## src/rtl/snn_pkg.sv

```systemverilog
// snn_pkg: sequencer FSM states and spike-source selector encodings shared by the SNN core.
package snn_pkg;
    typedef enum logic [2:0] {S_IDLE, S_CLEAR, S_RUN, S_SETTLE, S_DRAIN, S_FIN} seq_state_t;
    localparam logic [1:0] SRC_PATTERN   = 2'b00;
    localparam logic [1:0] SRC_BERNOULLI = 2'b01;
    localparam logic [1:0] SRC_OR        = 2'b10;
    localparam logic [1:0] SRC_AND       = 2'b11;
endpackage

```

## src/rtl/sat_counter.sv

```systemverilog
// sat_counter: per-neuron spike counter that sticks at all-ones and flags the overflow.
module sat_counter #(
    parameter int WIDTH = 32
) (
    input  logic             clk,
    input  logic             rst_n,
    input  logic             clr,
    input  logic             inc,
    output logic [WIDTH-1:0] count,
    output logic             sat
);
    always_ff @(posedge clk or negedge rst_n) begin
        if (!rst_n) begin
            count <= '0;
            sat   <= 1'b0;
        end else if (clr) begin
            count <= '0;
            sat   <= 1'b0;
        end else if (inc) begin
            if (&count) sat <= 1'b1;
            else count <= count + 1'b1;
        end
    end
endmodule

```

## src/rtl/snn_core_sequencer.sv

```systemverilog
// snn_core_sequencer: runs an SNN for sim_time timesteps, gates input spikes on the
// timestep strobe, counts output spikes per neuron and drains the counts to a RAM.
module snn_core_sequencer
    import snn_pkg::*;
#(
    parameter int NUM_INPUTS    = 4,
    parameter int NUM_OUTPUTS   = 4,
    parameter int TIMESTEP_BITS = 8,
    parameter int PERIOD_BITS   = 4,
    parameter int COUNT_WIDTH   = 32,
    parameter int OUT_ADDR_BITS = 4
) (
    input  logic                     S_AXI_ACLK,
    input  logic                     S_AXI_ARESETN,
    input  logic                     start,
    input  logic                     abort,
    input  logic                     accumulate,
    input  logic [1:0]               src_mode,
    input  logic [TIMESTEP_BITS-1:0] sim_time,
    input  logic [PERIOD_BITS-1:0]   ts_period,
    input  logic [NUM_INPUTS-1:0]    pattern_spikes,
    input  logic [NUM_INPUTS-1:0]    bernoulli_spikes,
    input  logic [NUM_OUTPUTS-1:0]   net_spikes,
    output logic [NUM_INPUTS-1:0]    spike_in,
    output logic                     ts_en,
    output logic [TIMESTEP_BITS-1:0] ts_cntr,
    output logic                     net_rst,
    output logic                     cnt_wen,
    output logic [OUT_ADDR_BITS-1:0] cnt_addr,
    output logic [COUNT_WIDTH-1:0]   cnt_wdata,
    output logic                     busy,
    output logic                     done,
    output logic                     aborted,
    output logic [NUM_OUTPUTS-1:0]   sat
);
    seq_state_t                 r_state, w_next;
    logic [PERIOD_BITS-1:0]     r_phase, r_period;
    logic [TIMESTEP_BITS-1:0]   r_ts_cntr, r_sim_time;
    logic [1:0]                 r_mode;
    logic                       r_acc, r_aborted;
    logic [OUT_ADDR_BITS-1:0]   r_addr;
    logic                       w_strobe, w_last, w_abort, w_accept, w_clr, w_cnt_en;
    logic [NUM_INPUTS-1:0]      w_mix;
    logic [COUNT_WIDTH-1:0]     w_rdata;
    logic [COUNT_WIDTH-1:0]     w_count [NUM_OUTPUTS];

    assign w_strobe = (r_state == S_RUN) && (r_phase == r_period);
    assign w_last   = r_addr == OUT_ADDR_BITS'(NUM_OUTPUTS - 1);
    assign w_abort  = abort && (r_state == S_CLEAR || r_state == S_RUN || r_state == S_SETTLE);
    assign w_accept = (r_state == S_IDLE) && start && !abort;
    assign w_clr    = (r_state == S_CLEAR) && !r_acc;
    assign w_cnt_en = (r_state == S_RUN) || (r_state == S_SETTLE);
    assign w_mix    = r_mode == SRC_PATTERN   ? pattern_spikes :
                      r_mode == SRC_BERNOULLI ? bernoulli_spikes :
                      r_mode == SRC_OR        ? (pattern_spikes | bernoulli_spikes) :
                                                (pattern_spikes & bernoulli_spikes);

    always_comb begin
        w_next = r_state;
        case (r_state)
            S_IDLE:   w_next = w_accept ? S_CLEAR : S_IDLE;
            S_CLEAR:  w_next = abort ? S_FIN : (r_sim_time == '0 ? S_SETTLE : S_RUN);
            S_RUN:    w_next = abort ? S_FIN :
                               (w_strobe && r_ts_cntr == r_sim_time - 1'b1) ? S_SETTLE : S_RUN;
            S_SETTLE: w_next = abort ? S_FIN : S_DRAIN;
            S_DRAIN:  w_next = w_last ? S_FIN : S_DRAIN;
            default:  w_next = S_IDLE;
        endcase
    end

    // Run configuration is captured when the start is accepted so CLEAR already sees it.
    always_ff @(posedge S_AXI_ACLK or negedge S_AXI_ARESETN) begin
        if (!S_AXI_ARESETN) begin
            r_state    <= S_IDLE;
            r_phase    <= '0;
            r_period   <= '0;
            r_ts_cntr  <= '0;
            r_sim_time <= '0;
            r_mode     <= '0;
            r_acc      <= 1'b0;
            r_aborted  <= 1'b0;
            r_addr     <= '0;
        end else begin
            r_state <= w_next;
            r_addr  <= (r_state == S_DRAIN && !w_last) ? r_addr + 1'b1 : '0;
            if (w_accept) begin
                r_mode     <= src_mode;
                r_sim_time <= sim_time;
                r_period   <= ts_period;
                r_acc      <= accumulate;
            end
            if (r_state == S_CLEAR) begin
                r_ts_cntr <= '0;
                r_phase   <= '0;
                r_aborted <= 1'b0;
            end
            if (r_state == S_RUN) begin
                r_phase <= w_strobe ? '0 : r_phase + 1'b1;
                if (w_strobe) r_ts_cntr <= r_ts_cntr + 1'b1;
            end
            if (w_abort) r_aborted <= 1'b1;
        end
    end

    for (genvar i = 0; i < NUM_OUTPUTS; i++) begin : g_cnt
        sat_counter #(.WIDTH(COUNT_WIDTH)) u_cnt (
            .clk   (S_AXI_ACLK),
            .rst_n (S_AXI_ARESETN),
            .clr   (w_clr),
            .inc   (w_cnt_en && net_spikes[i]),
            .count (w_count[i]),
            .sat   (sat[i])
        );
    end

    always_comb begin
        w_rdata = '0;
        for (int k = 0; k < NUM_OUTPUTS; k++)
            if (r_addr == OUT_ADDR_BITS'(k)) w_rdata = w_count[k];
    end

    assign spike_in  = w_strobe ? w_mix : '0;
    assign ts_en     = w_strobe;
    assign ts_cntr   = r_ts_cntr;
    assign net_rst   = r_state == S_CLEAR;
    assign cnt_wen   = r_state == S_DRAIN;
    assign cnt_addr  = r_addr;
    assign cnt_wdata = cnt_wen ? w_rdata : '0;
    assign busy      = r_state != S_IDLE;
    assign done      = r_state == S_FIN;
    assign aborted   = r_aborted;
endmodule
```

## config.mk

```make
export PLATFORM = sky130hd
export DESIGN_NAME = snn_core_sequencer
export DESIGN_NICKNAME = d
export VERILOG_FILES = /design/src/rtl/snn_pkg.sv /design/src/rtl/sat_counter.sv /design/src/rtl/snn_core_sequencer.sv
export SDC_FILE = /design/constraint.sdc
export NUM_CORES = 1
export LEC_CHECK = 0
export CAP_MARGIN = 20
export CORE_UTILIZATION = 55
export CTS_BUF_LIST = sky130_fd_sc_hd__clkbuf_4
export DETAILED_ROUTE_END_ITERATION = 10
export DONT_BUFFER_PORTS = 1
export GPL_TIMING_DRIVEN = 0
export PLACE_DENSITY = 0.73
export SYNTH_ARGS = -nofsm -noshare
export SYNTH_HDL_FRONTEND = slang
export SYNTH_HIERARCHICAL = 1
export SYNTH_SLANG_ARGS = --single-unit
```

## constraint.sdc

```tcl
create_clock -name S_AXI_ACLK -period 2.41 [get_ports S_AXI_ACLK]
set_input_delay 0.482 -clock S_AXI_ACLK [delete_from_list [all_inputs] [get_ports S_AXI_ACLK]]
set_output_delay 0.482 -clock S_AXI_ACLK [all_outputs]
set_load 0.01 [all_outputs]
```

* After elaboration in Yosys (flattened, before gate mapping) *
Cells that the tools add are included.

word-level totals
  bits in registers = 167
  input bits = 31
  output and inout port bits = 58

cells by class
  $add $sub $neg = 8
  equal/unequal tests = 16
  muxes and demuxes = 50
  bitwise operators = 2
  reduce and logical (&&, ||, !) cells = 44

operators with widths
  operator                 count
  $mux W32                 17
  $add A32 B1 Y32 const B  4
  $reduce_and A32 Y1       4
  $mux W4                  8
  $mux W8                  3
  $reduce_bool A2 Y1       10
  $mux W1                  19
  $reduce_and A2 Y1        8
  $pmux W3 S5              1
  $logic_and A1 B1 Y1      11
  $add A4 B1 Y4 const B    2
  $add A8 B1 Y8 const B    1
  $eq A4 B2 Y1 const B     2
  $eq A8 B8 Y1             1
  $logic_not A8 Y1         1
  $sub A8 B1 Y8 const B    1
  $eq A3 B2 Y1 const B     2
  $eq A3 B3 Y1 const B     2
  $mux W3                  2
  $ne A2 B2 Y1 const B     3
  $and A4 B4 Y4            1
  $eq A4 B1 Y1 const B     1
  $eq A4 B4 Y1             1
  $logic_not A4 Y1         1
  10 further kinds         14

* Longest topological paths before layout *
Gate-level depths: netlist of the first run.

  depth in word-level cells = 6
  mapped depth = 9

* Cells and area by module *
Netlist of the first run, hierarchy kept.

modules (own cells, without submodules)
  module                             instances  cells each  area an instance (um2)  sequential area each (um2)
  sat_counter at g_cnt[0].u_cnt ...  3          207         1,881.8                 825.8
  snn_core_sequencer                 1          356         3,004.1                 875.8
  sat_counter at g_cnt[2].u_cnt      1          203         1,896.8                 825.8

* Worst setup path after synthesis of the first run *
Ideal clock, no wire load.

  path kind = flip-flop to flip-flop
  start = register r_state[1]
  end = register g_cnt[1].u_cnt.count[27]
  arrival = 2,408 ps
  slack = -76 ps
  stages on the path, launching flop included = 10
  period minus slack after synthesis = 2,486 ps
  path through = dfrtp_1 > buf_2 > nor2b_1 > and2_1 > nand4_2 > or3_1 > or2_1 > buf_6 > or4_1 > a21oi_1

between the ends
  longest elaborated chain between the ends = 5

RTL lines
  what                                 line                       RTL
  start, declared                      snn_core_sequencer.sv:36   seq_state_t r_state, w_next;
  start signal, assigned               snn_core_sequencer.sv:84   r_state <= w_next;
  $eq A3 B2 Y1                         snn_core_sequencer.sv:52   assign w_cnt_en = (r_state == S_RUN) || (r_state == S_SETTLE);
  $logic_or A1 B1 Y1                   snn_core_sequencer.sv:52
  $logic_and A1 B1 Y1                  snn_core_sequencer.sv:110  .inc (w_cnt_en && net_spikes[i]),
  $reduce_bool A2 Y1 (no source line)  n/a
  $reduce_and A2 Y1 (no source line)   n/a
  end signal, assigned                 sat_counter.sv:21          else count <= count + 1'b1;
  end, declared                        sat_counter.sv:9           output logic [WIDTH-1:0] count,

Several ways; a longest one is shown, not always the timed one.
A chain may end at the register's enable or synchronous reset.

* Worst setup path in the final report of the first run *
  start = register r_addr[1] (netlist: cnt_addr[1])
  end = output port cnt_wdata[1]

between the ends
  longest elaborated chain between the ends = 6

RTL lines
  what                    line                       RTL
  start, declared         snn_core_sequencer.sv:41   logic [OUT_ADDR_BITS-1:0] r_addr;
  start signal, assigned  snn_core_sequencer.sv:85   r_addr <= (r_state == S_DRAIN && !w_last) ? r_addr + 1'b1 : '0;
  $logic_not A4 Y1        snn_core_sequencer.sv:119  if (r_addr == OUT_ADDR_BITS'(k)) w_rdata = w_count[k];
  $mux W32 (3 in a row)   snn_core_sequencer.sv:119
  $mux W32 (*)            snn_core_sequencer.sv:119
  $mux W32 (*)            snn_core_sequencer.sv:128  assign cnt_wdata = cnt_wen ? w_rdata : '0;
  end, declared           snn_core_sequencer.sv:30   output logic [COUNT_WIDTH-1:0] cnt_wdata,

Every way passes the cells marked *; elsewhere a longest branch is shown, timed or not.

==> results of run 1 <==
==> registers in the layout, summed over array words and instances (netlist names) <==
register	cells
aborted	1
cnt_addr	4
g_cnt.u_cnt/count	128
g_cnt.u_cnt/sat	4
r_acc	1
r_mode	2
r_period	4
r_phase	4
r_sim_time	8
r_state	3
ts_cntr	8
==> stage by stage <==
stage | setup WS [ns] | TNS [ns] | util [%] | hold WS, ns | instances
global route | -0.6270 | -21.28 | 68.37 | -0.5115 | 1511
floorplan | -0.01847 | -0.1106 | - | 0.1864 | 1180
detailed placement | -0.7784 | -79.48 | 57.77 | 0.1919 | 1414
global placement | -0.7447 | -76.99 | 57.77 | 0.1916 | 1414
CTS | -0.5290 | -18.16 | 64.47 | -0.4695 | 1477
finish | -0.5453 | -15.82 | 68.37 | -0.4510 | 1511
==> worst min path at each step <==
stage | startpoint | endpoint | cells after the start
global route | S_AXI_ARESETN | g_cnt[3].u_cnt/count[17] | 0
CTS | S_AXI_ARESETN | g_cnt[3].u_cnt/count[17] | 0
detailed placement | S_AXI_ARESETN | r_mode[1] | 0
global placement | S_AXI_ARESETN | r_mode[0] | 0
floorplan | S_AXI_ARESETN | aborted | 0
finish | S_AXI_ARESETN | g_cnt[3].u_cnt/count[17] | 0
==> report_power, final <==
| group | leakage, nW | internal, mW | switching (mW) |
|---|---|---|---|
| sequential | 2.26 | 3.08 | 0.435 |
| clock | 0.144 | 0.634 | 1.08 |
| combinational | 2.70 | 1.56 | 2.00 |
| total | 5.10 | 5.28 | 3.51 |
==> routing by layer <==
layer / GRT usage [%] / vias up / wire (µm)
met2: 53.03 / 491 / 15970
met1: 42.32 / 5025 / 13140
met5: 0 / - / 0
met4: 9.897 / 0 / 747
met3: 6.564 / 68 / 2761
li1: - / 4669 / -
==> area by class of cell <==
type	instances	share of cell area [%]
diodes	1	0.01950
plain buffers	61	3.627
clock buffers	18	1.053
clock inverters	14	1.170
inverters	18	0.6630
multi-input cells	922	52.89
flip-flops and latches	167	32.77
well taps	234	2.282
repair buffers	76	5.528
==> cells in the mapped netlist (6+ instances only) <==
| master | n | area [µm²] |
|---|---|---|
| a21oi_1 | 84 | 420.4 |
| and3_1 | 23 | 143.9 |
| ha_1 | 12 | 150.1 |
| nor4_1 | 35 | 219.0 |
| or3_1 | 25 | 156.4 |
| clkbuf_1 | 32 | 120.1 |
| xnor2_1 | 33 | 289.0 |
| nand2_1 | 98 | 367.9 |
| mux2_2 | 18 | 202.7 |
| inv_1 | 17 | 63.81 |
| nor3_1 | 12 | 60.06 |
| o21ai_1 | 34 | 170.2 |
| a2111oi_0 | 6 | 52.55 |
| nor2_1 | 99 | 371.6 |
| o211ai_1 | 6 | 45.04 |
| dfrtp_1 | 167 | 4179 |
| and4_1 | 20 | 175.2 |
| nor2b_1 | 16 | 100.1 |
| or2_1 | 6 | 37.54 |
| buf_2 | 27 | 135.1 |
| xor2_1 | 19 | 166.4 |
| buf_6 | 7 | 78.83 |
| a221o_1 | 33 | 330.3 |
| and2_1 | 12 | 75.07 |
| mux2i_1 | 9 | 90.09 |
| mux2_4 | 12 | 180.2 |
| or4_1 | 50 | 375.4 |
| nand4_1 | 52 | 325.3 |
| o31ai_1 | 50 | 375.4 |
| nand3_1 | 48 | 240.2 |
| o21ai_0 | 59 | 295.3 |
==> logic make-up after synthesis <==
family,after synthesis
mux,39
compound gates,293
xor+xnor,52
buf+inv,91
flops,167
fa+ha+maj,13
simple gates,525
==> what timing repair did <==
action,in CTS,in global routing
gates cloned,2,4
resized for setup,238,118
hold buffers,2,9
endpoints found under the setup margin,169,157
hold endpoints to repair,170,176
setup buffers,32,32
pin swaps,67,93
==> metrics.cfg, run 1 <==
[outcome]
outcome = finished with violations
violations = negative hold slack, negative setup slack

[logic_synthesis]
synth_nets = 1223
postSynth.asyncResetShare_pct = 100.0
synthXorXnorAreaFrac_pct = 4.318
syn-cell-area_mm2 = 0.01055
synth-seq-area-share_pct = 39.63
synth_warnings = 6
syn_inst = 1180
synthDistinctLibCells = 67
ys_ff_latch = 167
avgSynthCellArea_um2 = 8.938
synth_flop_cell = dfrtp_1
synth_adder_area_share_pct = 1.519
synth_edf_count = 0
synth_top_family_by_area = simple AND/OR/NAND/NOR gates
muxShareOfSynthArea_pct = 4.485
synthSimpleGateAreaFrac_pct = 27.88
synth_compound_area_share_pct = 17.84

[floorplan]
dieArea_mm2 = 0.01973
num_rows = 50
die_h_um = 140.5
fp.dieW_um = 140.5
start_util_pct = 56.19
core_mm2 = 0.01877
ios = 89

[critical_path]
cp_max_fo = 8
start_kind = flop
critical_path_arrival_ns = 2.47
rr_endpoint = g_cnt[0].u_cnt/count[23]
slowest_delay_ns = 0.50
r2r-start = r_state[1]
path_class = flop to output pin
regToRegSetupSlack_ns = -0.22
required_ns = 1.93
path_delay_family = compound AO/OA/AOI/OAI gates
endpoint = cnt_wdata[1]
endpoint_kind = output pin
worst-path-buf-inv = 3
path_cells = inv_4 > ha_4 > nor4b_4 > buf_6 > buf_8 > a221o_1 > o21ai_2 > o21ai_2
worst_r2r_path_depth = 11
startpoint = cnt_addr[1]
cp_slowest_cell = dfrtp_2
cp_common_cell = o21ai_2
cp_num_cells = 8

[timing]
finalSetupViolCount = 55
slew_violations = 0
rsz0062_at_grt = true
finalHoldViolations = 167
fin_skew_ns = 0.03477
worst_slack_ns = -0.5453
timing.hold.ws_ns = -0.4510
worst_pin_slew_ns = 0.8866
fin_crit_sh_pct = 122.6
fin_crit_ns = 2.955
fmax_ghz = 0.3384
slew_headroom_pct = 40.35

[routing]
drc = 0
drt_iter0_markers = 1155
via_per_inst = 6.786
ant_nets = 0
drt-total-wl_um = 32620
vias = 10250
wl_per_cell_um = 21.59
first_pass_iters = 8

[finish]
finalInstanceArea_mm2 = 0.01283
multi_input_area_mm2 = 0.006787
syn2layout_area_growth_pct = 21.68
fillers = 1442
drive_above_1_share_pct = 30.17
final_cell_mix = 146 x dfrtp_1, 96 x nand2_1, 93 x nor2_1, 68 x a21oi_1, 64 x o21ai_2
final_common_cell = dfrtp_1
nNetsFinal = 1306
seqCellArea_mm2 = 0.004205

[clocking]
clockRootBuffer = clkbuf_4
cts_tree = yes
clk_pin_slew_worst_paths_ns = 0.17
clk_path_buf_depth = 2
numCtsBuffers = 17
cts_sinks = 167
htreeDepth = 4
clk_latency_ns = 0.61

[place]
placed_area_mm2 = 0.01084
portBuffers = 0
hpwl_um = 21340
gp_congestion = 0.9723

[run]
drv_cap = 0

[hold_path]
min_path_type = primary input to asynchronous set/reset pin

[pwr]
peakVddDrop_v = 0.0004179
power.leakage_nw = 5.099
finalPower_mw = 8.789
power_density_mw_per_mm2 = 684.9

[grt]
gr-usage-all-layers_pct = 32.05
grt_pass1_wl_um = 49170
grt_start_max_net_pins = 168
grt_pass1_vias = 9279
grt_overflow = 0
antenna_found_initial = 1

Note: power is estimated with default switching activity, not from simulation.
==> inputs of run 2 (changes only) <==
CELL_PAD_IN_SITES_DETAIL_PLACEMENT = 2   (was unset)
CELL_PAD_IN_SITES_GLOBAL_PLACEMENT = 2   (was unset)
CORE_UTILIZATION = 37   (was 55)
PLACE_DENSITY = unset   (was 0.73)
PLACE_DENSITY_LB_ADDON = 0.1   (was unset)
==> run 2 against run 1 <==
Register-to-register slack improved by 0.05 ns; highest routed layer unchanged; wire length rose by 34%; power rose by 3.5%; the run still ends with negative hold slack, negative setup slack left; clock-buffer cell count did not move; sequential share of layout area fell by 0.92 points.
==> metrics.cfg, run 2 (synthesis results as in run 1) <==
[critical_path]
endpoint_kind = output pin
path_delay_family = flip-flops
path_class = flop to output pin
cp_common_cell = o21ai_2
worst_r2r_path_depth = 11  ; unchanged
slowest_delay_ns = 0.53  ; +0.03 ns
startpoint = cnt_addr[1]
regToRegSetupSlack_ns = -0.17  ; +0.05 ns
worst-path-buf-inv = 3  ; unchanged
cp_max_fo = 8  ; unchanged
path_cells = inv_2 > ha_1 > nor4b_4 > buf_12 > buf_8 > a221o_1 > o21ai_2 > o21ai_2
rr_endpoint = g_cnt[0].u_cnt/count[27]
required_ns = 1.93  ; about the same
start_kind = flop
cp_slowest_cell = dfrtp_2
r2r-start = r_state[2]
critical_path_arrival_ns = 2.56  ; +0.09 ns

[pwr]
power.leakage_nw = 5.184  ; +1.7%
power_density_mw_per_mm2 = 688.7  ; +0.55%
finalPower_mw = 9.095  ; +3.5%
peakVddDrop_v = 0.0002981  ; -29%

[timing]
fin_skew_ns = 0.02841  ; -0.006365 ns
finalSetupViolCount = 55  ; unchanged
worst_slack_ns = -0.6343  ; -0.08901 ns
slew_violations = 0  ; unchanged
rsz0062_at_grt = true
slew_headroom_pct = 47.72  ; +7.4 points
timing.hold.ws_ns = -0.5113  ; -0.06023 ns
fmax_ghz = 0.3285  ; -2.9%
finalHoldViolations = 167  ; unchanged
fin_crit_sh_pct = 126.3  ; +3.7 points
finalSetupTns_ns = -21.66  ; -5.845 ns
worst_pin_slew_ns = 0.7778  ; -0.1088 ns
fin_crit_ns = 3.044  ; +0.08901 ns

[routing]
ant_nets = 0  ; unchanged
drt-total-wl_um = 43690  ; +34%
vias = 10380  ; +1.2%
wl_per_cell_um = 26.18  ; +21%
drt_iter0_markers = 596  ; -48%
via_per_inst = 6.218  ; -8.4%
drc = 0  ; unchanged
first_pass_iters = 5  ; -3

[finish]
multi_input_area_mm2 = 0.006858  ; +1.1%
fillers = 3003  ; +110%
top_register = g_cnt.u_cnt/count
largest_reg_flops = 128  ; unchanged
drive_above_1_share_pct = 31.24  ; +1.1 points
final_cell_mix = 145 x dfrtp_1, 97 x nand2_1, 92 x nor2_1, 64 x buf_4, 62 x a21oi_1
nNetsFinal = 1320  ; +1.1%
syn2layout_area_growth_pct = 25.22
seqCellArea_mm2 = 0.004207  ; about the same
final_common_cell = dfrtp_1

[grt]
grt_pass1_wl_um = 65150  ; +33%
gr-usage-all-layers_pct = 29.19  ; -2.9 points
grt_start_max_net_pins = 168  ; unchanged
antenna_found_initial = 1  ; unchanged
grt_pass1_vias = 10910  ; +18%
grt_overflow = 0  ; unchanged

[clocking]
numCtsBuffers = 17  ; unchanged
clk_pin_slew_worst_paths_ns = 0.17  ; about the same
cts_sinks = 167  ; unchanged
clk_path_buf_depth = 2  ; unchanged
htreeDepth = 4  ; unchanged
clk_latency_ns = 0.67  ; +0.06 ns
cts.hold.buffers_added = 16  ; +14
cts_tree = yes
clockRootBuffer = clkbuf_4

[floorplan]
start_util_pct = 37.75  ; -18 points
core_mm2 = 0.02793  ; +49%
fp.dieW_um = 170.8  ; +22%
dieArea_mm2 = 0.02918  ; +48%
ios = 89  ; unchanged
num_rows = 61  ; +22%
die_h_um = 170.8  ; +22%

[place]
portBuffers = 0  ; unchanged
hpwl_um = 28640  ; +34%
gp_congestion = 0.7957  ; -18%

[run]
drv_cap = 0  ; unchanged

[hold_path]
min_path_type = primary input to asynchronous set/reset pin

[outcome]
violations = negative hold slack, negative setup slack
outcome = finished with violations

-- run 2: cell count changes in the layout (fill, tap and decap cells not counted), sizes merged --
cell	previous run	this run
buf	106	109
clkbuf	38	44
clkinv	6	7
clkinvlp	4	2
dlygate4sd3	11	16
inv	20	21
-- run 2: through the flow --
step	cells	hold WS, ns	worst slack (ns)	util [%]	cell area (µm²)
after global placement	1558	0.1911	-1.065	39.46	11020
final	1669	-0.5113	-0.6343	47.28	13210
after global routing	1669	-0.5697	-0.7359	47.28	13210
after CTS	1642	-0.5529	-0.6845	44.91	12540
after floorplan	1180	0.1864	-0.01847	-	10550
after detailed placement	1559	0.1919	-1.030	39.48	11030
-- run 2: power by group --
group          total [mW]  switching [mW]  internal (mW)  leakage [nW]
combinational        3.72            2.17           1.55          2.78
clock                1.85            1.21          0.637         0.151
sequential           3.53           0.448           3.08          2.25
-- run 2: what timing repair did --
item,CTS,global route
resized for setup,248,120
setup buffers,36,28
pin swaps,84,88
endpoints found under the hold margin,185,167
endpoints found under the setup margin,169,162
cloned,4,3
-- run 2: final cells by class --
cell class,instances,share of cell area (%)
repair buffers,85,5.931
clock buffers,18,1.023
diodes,1,0.01895
inverters,18,0.6063
multi-input cells,922,51.93
clock inverters,14,1.137
well taps,378,3.581
plain buffers,66,3.922
flip-flops and latches,167,31.85
-- run 2: how the worst max path moves through the flow --
stage / endpoint / slack [ns] / depth (start not counted)
floorplan: g_cnt[1].u_cnt/count[27] / -0.02 / 9
global placement: g_cnt[2].u_cnt/sat / -1.06 / 7
detailed placement: g_cnt[3].u_cnt/count[21] / -1.03 / 9
CTS: cnt_wdata[13] / -0.68 / 8
global route: cnt_wdata[12] / -0.74 / 8
finish: cnt_wdata[13] / -0.63 / 8
-- run 2: per-layer routing --
metal	vias to the layer above	share of wire (%)	track usage, %
met5	-	0	0
met4	0	1.8	7.725
met3	49	3.1	4.094
met2	177	51	50.79
met1	5473	44	37.77
li1	4679	-	-
